==> src/rtl/eth_rx_pkg.sv <==
// Shared definitions for the GMII receive framer. The frame-data state code is
// also compared against by copy_packet_to_mem.
package eth_rx_pkg;

    typedef enum logic [2:0] {
        ST_IDLE     = 3'b000,
        ST_PREAMBLE = 3'b001,
        ST_DATA     = 3'b011,
        ST_CHECK    = 3'b100,
        ST_DROP     = 3'b101
    } rx_state_e;

    localparam logic [7:0]  PRE_BYTE    = 8'h55;
    localparam logic [7:0]  SFD_BYTE    = 8'hD5;

    // Reflected IEEE 802.3 polynomial, LSB-first shifting.
    localparam logic [31:0] CRC_POLY    = 32'hEDB88320;
    localparam logic [31:0] CRC_INIT    = 32'hFFFFFFFF;
    localparam logic [31:0] CRC_RESIDUE = 32'hDEBB20E3;

endpackage

==> src/rtl/crc32_d8.sv <==
// Combinational byte-wide CRC-32 step (reflected, LSB-first). Shared by the RX
// framer and the TX path.
module crc32_d8
    import eth_rx_pkg::*;
(
    input  logic [31:0] crc_in,
    input  logic [7:0]  d,
    output logic [31:0] crc_out
);

    always_comb begin
        crc_out = crc_in;
        for (int i = 0; i < 8; i++) begin
            if (crc_out[0] ^ d[i]) begin
                crc_out = (crc_out >> 1) ^ CRC_POLY;
            end else begin
                crc_out = crc_out >> 1;
            end
        end
    end

endmodule

==> src/rtl/eth_rx_frame_fsm.sv <==
// GMII receive framer: strips preamble/SFD, forwards DA..FCS one byte per clock,
// and reports length, FCS and error status with a one-cycle end-of-frame pulse.
module eth_rx_frame_fsm
    import eth_rx_pkg::*;
#(
    parameter int unsigned pDATA_W  = 8,
    parameter int unsigned pLEN_W   = 16,
    parameter int unsigned pPRE_MIN = 1,
    parameter int unsigned pMIN_LEN = 64,
    parameter int unsigned pMAX_LEN = 1518
) (
    input  logic               iclk,
    input  logic               i_rst,
    input  logic               irx_dv,
    input  logic               irx_er,
    input  logic [pDATA_W-1:0] irx_d,
    output logic               odv,
    output logic [pDATA_W-1:0] orx_d,
    output logic [2:0]         oFSM_state,
    output logic               oframe_end,
    output logic               ocrc_ok,
    output logic               oerr,
    output logic [pLEN_W-1:0]  olen
);

    localparam logic [2:0]        PRE_MIN = 3'(pPRE_MIN);
    localparam logic [pLEN_W-1:0] MIN_LEN = pLEN_W'(pMIN_LEN);
    localparam logic [pLEN_W-1:0] MAX_LEN = pLEN_W'(pMAX_LEN);

    rx_state_e         state_q;
    logic              rdv_q;
    logic [2:0]        pre_cnt_q;
    logic [31:0]       crc_q;
    logic [31:0]       crc_next;
    logic [pLEN_W-1:0] len_q;
    logic              rerr_q;
    logic              start;

    crc32_d8 u_crc32_d8 (
        .crc_in  (crc_q),
        .d       (irx_d[7:0]),
        .crc_out (crc_next)
    );

    // Only a rising edge of RX_DV opens a frame, so a tail seen at reset release is ignored.
    assign start = irx_dv & ~rdv_q;

    always_ff @(posedge iclk or negedge i_rst) begin
        if (!i_rst) begin
            state_q    <= ST_IDLE;
            rdv_q      <= 1'b1;
            pre_cnt_q  <= 3'd0;
            crc_q      <= CRC_INIT;
            len_q      <= '0;
            rerr_q     <= 1'b0;
            odv        <= 1'b0;
            orx_d      <= '0;
            oFSM_state <= ST_IDLE;
            oframe_end <= 1'b0;
            ocrc_ok    <= 1'b0;
            oerr       <= 1'b0;
            olen       <= '0;
        end else begin
            rdv_q      <= irx_dv;
            odv        <= 1'b0;
            oframe_end <= 1'b0;
            oFSM_state <= state_q;

            unique case (state_q)
                // CHECK also watches for a start so a one-cycle IPG loses no frame.
                ST_IDLE, ST_CHECK: begin
                    if (state_q == ST_CHECK) begin
                        oframe_end <= 1'b1;
                        ocrc_ok    <= (crc_q == CRC_RESIDUE) && (len_q >= MIN_LEN) && !rerr_q;
                        oerr       <= rerr_q || (len_q < MIN_LEN);
                        olen       <= len_q;
                    end
                    state_q <= ST_IDLE;
                    if (start) begin
                        if (irx_d[7:0] == PRE_BYTE) begin
                            state_q   <= ST_PREAMBLE;
                            pre_cnt_q <= 3'd1;
                        end else begin
                            state_q <= ST_DROP;
                        end
                    end
                end

                ST_PREAMBLE: begin
                    if (!irx_dv) begin
                        state_q <= ST_IDLE;
                    end else if (irx_er) begin
                        state_q <= ST_DROP;
                    end else if (irx_d[7:0] == PRE_BYTE) begin
                        if (pre_cnt_q != 3'd7) begin
                            pre_cnt_q <= pre_cnt_q + 3'd1;
                        end
                    end else if (irx_d[7:0] == SFD_BYTE && pre_cnt_q >= PRE_MIN) begin
                        state_q <= ST_DATA;
                        crc_q   <= CRC_INIT;
                        len_q   <= '0;
                        rerr_q  <= 1'b0;
                    end else begin
                        state_q <= ST_DROP;
                    end
                end

                ST_DATA: begin
                    if (!irx_dv) begin
                        state_q <= ST_CHECK;
                    end else if (len_q == MAX_LEN) begin
                        state_q    <= ST_DROP;
                        oframe_end <= 1'b1;
                        ocrc_ok    <= 1'b0;
                        oerr       <= 1'b1;
                        olen       <= MAX_LEN;
                    end else begin
                        odv   <= 1'b1;
                        orx_d <= irx_d;
                        crc_q <= crc_next;
                        if (len_q != '1) begin
                            len_q <= len_q + 1'b1;
                        end
                        if (irx_er) begin
                            rerr_q <= 1'b1;
                        end
                    end
                end

                ST_DROP: begin
                    if (!irx_dv) begin
                        state_q <= ST_IDLE;
                    end
                end

                default: state_q <= ST_IDLE;
            endcase
        end
    end

endmodule

==> config.mk <==
export PLATFORM = sky130hd
export DESIGN_NAME = eth_rx_frame_fsm
export DESIGN_NICKNAME = d
export VERILOG_FILES = /design/src/rtl/eth_rx_pkg.sv /design/src/rtl/crc32_d8.sv /design/src/rtl/eth_rx_frame_fsm.sv
export SDC_FILE = /design/constraint.sdc
export NUM_CORES = 1
export LEC_CHECK = 0
export CAP_MARGIN = 20
export CORE_UTILIZATION = 38
export DETAILED_ROUTE_END_ITERATION = 10
export MAX_ROUTING_LAYER = met4
export SYNTH_ARGS = -nofsm -noshare
export SYNTH_HDL_FRONTEND = slang
export SYNTH_HIERARCHICAL = 1
export SYNTH_SLANG_ARGS = --single-unit
==> constraint.sdc <==
create_clock -name iclk -period 3.47 [get_ports iclk]
set_clock_uncertainty 0.05 [all_clocks]
set_input_delay 0.694 -clock iclk [delete_from_list [all_inputs] [get_ports iclk]]
set_output_delay 0.694 -clock iclk [all_outputs]
set_load 0.05 [all_outputs]
==> results of run 1 <==
## Yosys cell counts, drive strengths merged, types with 2 or more instances
| master | instances | area (um2) |
|---|---|---|
| nand3b | 2 | 15.0 |
| and3b | 2 | 17.5 |
| dfstp | 33 | 867 |
| ha | 6 | 75.1 |
| or4 | 4 | 30.0 |
| a21oi | 43 | 215 |
| nand2b | 3 | 18.8 |
| nor4 | 5 | 31.3 |
| a22o | 7 | 61.3 |
| xor3 | 2 | 47.6 |
| a31oi | 2 | 12.5 |
| o21ai | 11 | 55.1 |
| xnor2 | 49 | 485 |
| nand2 | 41 | 154 |
| nor3 | 40 | 200 |
| dfrtp | 54 | 1350 |
| and3 | 3 | 25.0 |
| and2 | 3 | 21.3 |
| nor2b | 3 | 18.8 |
| clkbuf | 8 | 30.0 |
| o22a | 7 | 62.6 |
| and4 | 5 | 48.8 |
| xor2 | 19 | 223 |
| inv | 9 | 33.8 |
| o21a | 2 | 15.0 |
| nand4 | 8 | 50.1 |
| o31ai | 2 | 15.0 |
| or3 | 5 | 31.3 |
| nand4b | 3 | 26.3 |
| mux2i | 5 | 50.1 |
| nor4b | 2 | 23.8 |
| nor2 | 39 | 146 |
| nand3 | 14 | 70.1 |
| buf | 15 | 96.3 |
## critical path: stages
cell and delay (ns):
clkdlybuf4s50_1 0.48, nand4b_1 0.22, nor4b_2 0.44, nand3_1 0.48, nand2_1 0.27, buf_12 0.21
a21oi_1 0.09
## how the worst max path moves through the flow
stage / startpoint / end / slack [ns] / cells past startpoint
final: irx_d[5] / crc_q[26]$_DFFE_PN1P_ / 0.78 / 7
after global routing: irx_d[5] / crc_q[1]$_DFFE_PN1P_ / 0.55 / 7
after CTS: irx_d[5] / crc_q[3]$_DFFE_PN1P_ / 0.75 / 7
after detailed placement: irx_d[5] / crc_q[10]$_DFFE_PN1P_ / 0.38 / 7
after global placement: irx_d[5] / crc_q[0]$_DFFE_PN1P_ / 0.47 / 7
after floorplan: irx_d[7] / crc_q[20]$_DFFE_PN1P_ / 1.16 / 6
## logic make-up after synthesis
| logic type | after synthesis | share of synthesized area, % |
|---|---|---|
| flops | 87 | 46.8 |
| fa+ha+maj | 6 | 1.58 |
| xor+xnor | 71 | 16.4 |
| mux | 5 | 1.06 |
| compound gates | 80 | 10.2 |
| buf+inv | 32 | 3.38 |
| simple gates | 187 | 20.6 |
## metrics by stage
stage / util [%] / instances / total power [mW]
2_1_floorplan: - / 468 / 1.45
3_3_place_gp: 44.6 / 672 / 1.61
3_5_place_dp: 44.6 / 672 / 1.61
4_1_cts: 47.0 / 688 / 2.57
5_1_grt: 47.2 / 689 / 2.65
6_report: 47.2 / 689 / 2.54
## sequential cells by signal, indices dropped and copies added (netlist names), 3 cells and up
signal and cells:
len_q 16, crc_q 32, olen 16, oFSM_state 3, state_q 3, pre_cnt_q 3, orx_d 8
## layer usage
metal,up-vias,share of wire [%],global-route usage (%),wire (um)
met4,0,1.4,6.32,164
met3,15,4.2,5.05,488
met1,1836,49,28.1,5670
met2,91,46,28.7,5300
li1,1742,-,-,-
met5,-,0,-,0
## layout make-up
| type | count | area share (%) |
|---|---|---|
| Tap cell | 168 | 3.68 |
| Multi-Input combinational cell | 349 | 41.4 |
| Clock buffer | 11 | 4.42 |
| Sequential cell | 87 | 38.8 |
| Inverter | 9 | 0.591 |
| Clock inverter | 5 | 0.657 |
| Timing Repair Buffer | 60 | 10.5 |
## power by group
part | internal [mW] | switching [mW] | total (mW)
combinational | 0.201 | 0.293 | 0.494
sequential | 1.07 | 0.0321 | 1.10
clock | 0.528 | 0.416 | 0.943
==> results.json, run 1 <==
{
  "vdd_drop_max_mv": 0.189,
  "synthCells": 468,
  "hold-worst-slack_ns": 0.153,
  "drv_cap": 0,
  "hold_viol_final": 0,
  "synth_seq_cells": 87,
  "clockBufferDepth": 2,
  "syn-cell-area_mm2": 0.00474,
  "cts_tree": "built",
  "die_w_um": 114,
  "tns_ns": 0,
  "clock_sinks": 87,
  "async_flop_share_pct": 100,
  "period_minus_slack_ns": 2.69,
  "dr_total_vias": 3684,
  "fin_ws_ns": 0.778,
  "yosys_warnings": 6,
  "grt_max_degree": 80,
  "fmaxAchievable_ghz": 0.371,
  "first_global_vias": 3546,
  "syn_avg_cell_area_um2": 10.1,
  "hold_buffers": 0,
  "end_kind": "flip-flop",
  "p_leak_nw": 2.36,
  "worst-r2r-cell-count": 7,
  "totalWireLength_um": 11600,
  "reg2reg_from": "len_q[12]$_DFFE_PN0P_",
  "reg2reg_to": "crc_q[26]$_DFFE_PN1P_",
  "drtIter0Drc": 288,
  "cts.clk_slew.worst_paths_ns": 0.06,
  "hpwl_um": 8140,
  "worstMarginPinSlew_ns": 0.525,
  "port_buffers": 42,
  "antenna_found_initial": 0,
  "numCtsBuffers": 9,
  "fill_cells": 1175,
  "r2r_setup_slack_ns": 0.97,
  "drive_gt1_share_pct": 17.1,
  "layout_commonest_cell": "dfrtp_1",
  "via_per_inst": 5.35,
  "drc": 0,
  "rsz0062_at_grt": "no",
  "worst-endpoint-required_ns": 3.69,
  "slew_headroom_pct": 64.9,
  "diodes": 0,
  "period_share_pct": 77.6,
  "final_cell_mix": "dfrtp_1 (54), a21oi_1 (43), xnor2_1 (43)",
  "grt_pass1_wl_um": 19200,
  "synth_ff_type": "dfrtp_1",
  "cts_setup_buffers": 0,
  "cp-start-kind": "input pin",
  "place_ws_ns": 0.382,
  "gp_congestion": 0.884,
  "synthToLayoutAreaGrowth_pct": 20.5,
  "power_density_mw_per_mm2": 444,
  "setup_viol": 0,
  "crit_fanout": 33,
  "multi_input_area_mm2": 0.00236,
  "postPlaceCellArea_mm2": 0.00540,
  "rows": 40,
  "track_usage_pct": 20.1,
  "status": "finished, final reports clean",
  "cp_data_arrival_time_ns": 2.91,
  "drt-pass1-iter-count": 5,
  "htree_levels": 3,
  "synth-seq-area-share_pct": 46.8,
  "clockRootBuffer": "clkbuf_16",
  "wl_per_cell_um": 16.9,
  "hold_class": "in -> async",
  "ioPinCount": 43,
  "core_mm2": 0.0121,
  "synth_cell_type_count": 60,
  "dieArea_mm2": 0.0129,
  "ant_nets": 0,
  "grt_overflow": 0,
  "die_h_um": 114,
  "clk_latency_ns": 0.35,
  "start_util_pct": 39.2,
  "fin_nets": 534,
  "path_class": "in -> reg",
  "syn_nets": 486,
  "design_area_mm2": 0.00571,
  "cts_resized": 0,
  "finalMaxSlewViolations": 0,
  "synth-edff-count": 0,
  "regArea_mm2": 0.00222
}
No activity file was read; power rests on OpenSTA's default activity.
==> inputs of run 2 (changes only) <==
==> constraint.sdc (replaced) <==
create_clock -name iclk -period 2.82 [get_ports iclk]
set_clock_uncertainty 0.05 [all_clocks]
set_input_delay 0.564 -clock iclk [delete_from_list [all_inputs] [get_ports iclk]]
set_output_delay 0.564 -clock iclk [all_outputs]
set_load 0.05 [all_outputs]
==> run 2 against run 1 <==
  * Total power increased by 27%
  * Critical path depth unchanged
  * Highest routed layer unchanged
  * Largest cell class unchanged
  * Non-clock buffer count increased by 7
  * Worst setup slack got worse by 0.32 ns
  * Via count decreased by 0.46%
==> results.json, run 2 (synthesis results as in run 1) <==
{
  "crit_fanout": 33,
  "synthToLayoutAreaGrowth_pct": 22.1,
  "first_global_vias": 3702,
  "power_density_mw_per_mm2": 556,
  "power_frac_clock_pct": 38.7,
  "cts.clk_slew.worst_paths_ns": 0.07,
  "path_cells": "nor4_1 > nand4_1 > nand2_1 > buf_4 > nand2_1 > buf_12 > a21oi_1",
  "switching_power_mw": 0.928,
  "largest_reg_flops": 32,
  "cpPeakStageDelay_ns": 0.50,
  "start_util_pct": 39.2,
  "grt_max_degree": 88,
  "dr_total_vias": 3667,
  "cts_setup_buffers": 0,
  "slew_headroom_pct": 64.3,
  "htree_levels": 3,
  "reg_top3": "crc_q x32, len_q x16, olen x16",
  "cp-start-kind": "flip-flop",
  "cp_data_arrival_time_ns": 2.59,
  "hold_viol_final": 0,
  "totalWireLength_um": 11700,
  "drtIter0Drc": 218,
  "postPlaceCellArea_mm2": 0.00548,
  "die_h_um": 114,
  "intPower_mw": 2.29,
  "multi_input_area_mm2": 0.00236,
  "hold_class": "in -> async",
  "grt_overflow": 0,
  "tns_ns": 0,
  "hold_buffers": 0,
  "clockBufferDepth": 2,
  "drive_gt1_share_pct": 18.0,
  "rows": 40,
  "status": "finished, final reports clean",
  "die_w_um": 114,
  "clockRootBuffer": "clkbuf_16",
  "via_per_inst": 5.27,
  "fmaxAchievable_ghz": 0.423,
  "ant_nets": 0,
  "cts_resized": 0,
  "core_mm2": 0.0121,
  "wl_per_cell_um": 16.8,
  "final_cell_mix": "dfrtp_1 (54), a21oi_1 (43), xnor2_1 (43)",
  "crit_top_cell": "nand2_1",
  "port_buffers": 42,
  "numCtsBuffers": 9,
  "worst_path_max_delay_cell": "nor4_1",
  "path_class": "reg -> reg",
  "drc": 0,
  "fill_cells": 1195,
  "period_share_pct": 83.9,
  "grt_pass1_wl_um": 19700,
  "ioPinCount": 43,
  "period_minus_slack_ns": 2.37,
  "gp_congestion": 0.875,
  "layout_commonest_cell": "dfrtp_1",
  "fin_nets": 541,
  "antenna_found_initial": 0,
  "diodes": 0,
  "top_register": "crc_q",
  "design_area_mm2": 0.00579,
  "hpwl_um": 8170,
  "sw_frac_of_total_pct": 28.9,
  "setup_viol": 0,
  "drv_cap": 0,
  "worst-endpoint-required_ns": 3.04,
  "clock_sinks": 87,
  "worstMarginPinSlew_ns": 0.534,
  "track_usage_pct": 20.5,
  "p_seq_share_pct": 42.1,
  "end_kind": "flip-flop",
  "drt-pass1-iter-count": 4,
  "vdd_drop_max_mv": 0.299,
  "clk_latency_ns": 0.35,
  "combPwrFrac_pct": 19.1,
  "cts_tree": "built",
  "finalMaxSlewViolations": 0,
  "dieArea_mm2": 0.0129,
  "regArea_mm2": 0.00222,
  "p_leak_nw": 2.40,
  "rsz0062_at_grt": "no"
}
==> run 2: per-stage QoR <==
stage	hold slack [ns]	worst slack, ns	util, %	power, mW	instances
after floorplan	0.218	0.643	-	1.78	468
after global placement	0.366	0.229	45.3	1.99	680
after detailed placement	0.374	0.172	45.3	2.00	680
after CTS	0.220	0.492	47.8	3.25	696
after global routing	0.234	0.313	47.8	3.34	696
final	0.179	0.455	47.8	3.22	696
==> run 2: area by class of cell <==
class	count	area share, %
Timing Repair Buffer	67	11.3
Tap cell	168	3.63
Inverter	9	0.584
Sequential cell	87	38.3
Clock inverter	5	1.12
Multi-Input combinational cell	349	40.8
Clock buffer	11	4.19
==> run 2: path summary, 6_finish.rpt <==
check	startpoint	to	slack [ns]	cells after the start
setup / recovery	len_q[12]$_DFFE_PN0P_	crc_q[2]$_DFFE_PN1P_	0.45	7
hold / removal	i_rst	orx_d[6]$_DFFE_PN0N_	0.18	2
setup reg to reg	len_q[12]$_DFFE_PN0P_	crc_q[2]$_DFFE_PN1P_	0.45	7
hold reg to reg	state_q[2]$_DFFE_PN0P_	oFSM_state[2]$_DFF_PN0_	0.38	0
max in group asynchronous	i_rst	crc_q[22]$_DFFE_PN1P_	2.13	2
min in group iclk	state_q[2]$_DFFE_PN0P_	oFSM_state[2]$_DFF_PN0_	0.38	0
==> run 2: worst max-delay path, delay by kind of cell (launching register included) <==
kind            cells  cell delay, ns
simple gates        4            1.16
compound gates      1            0.16
flops               1            0.46
buf+inv             2            0.44
==> run 2: layer usage <==
metal	vias up	wire length (um)	track usage, %
met5	-	0	-
met4	0	195	8.07
met3	13	501	3.77
met2	92	5390	29.3
met1	1813	5580	28.7
li1	1749	-	-
==> run 2: power by group through the flow <==
stage	Clock (mW)	Sequential, mW	Combinational, mW
after floorplan	0	1.51	0.268
after global placement	0	1.37	0.615
after detailed placement	0	1.38	0.620
after CTS	1.28	1.36	0.622
after global routing	1.32	1.36	0.659
final	1.25	1.35	0.615
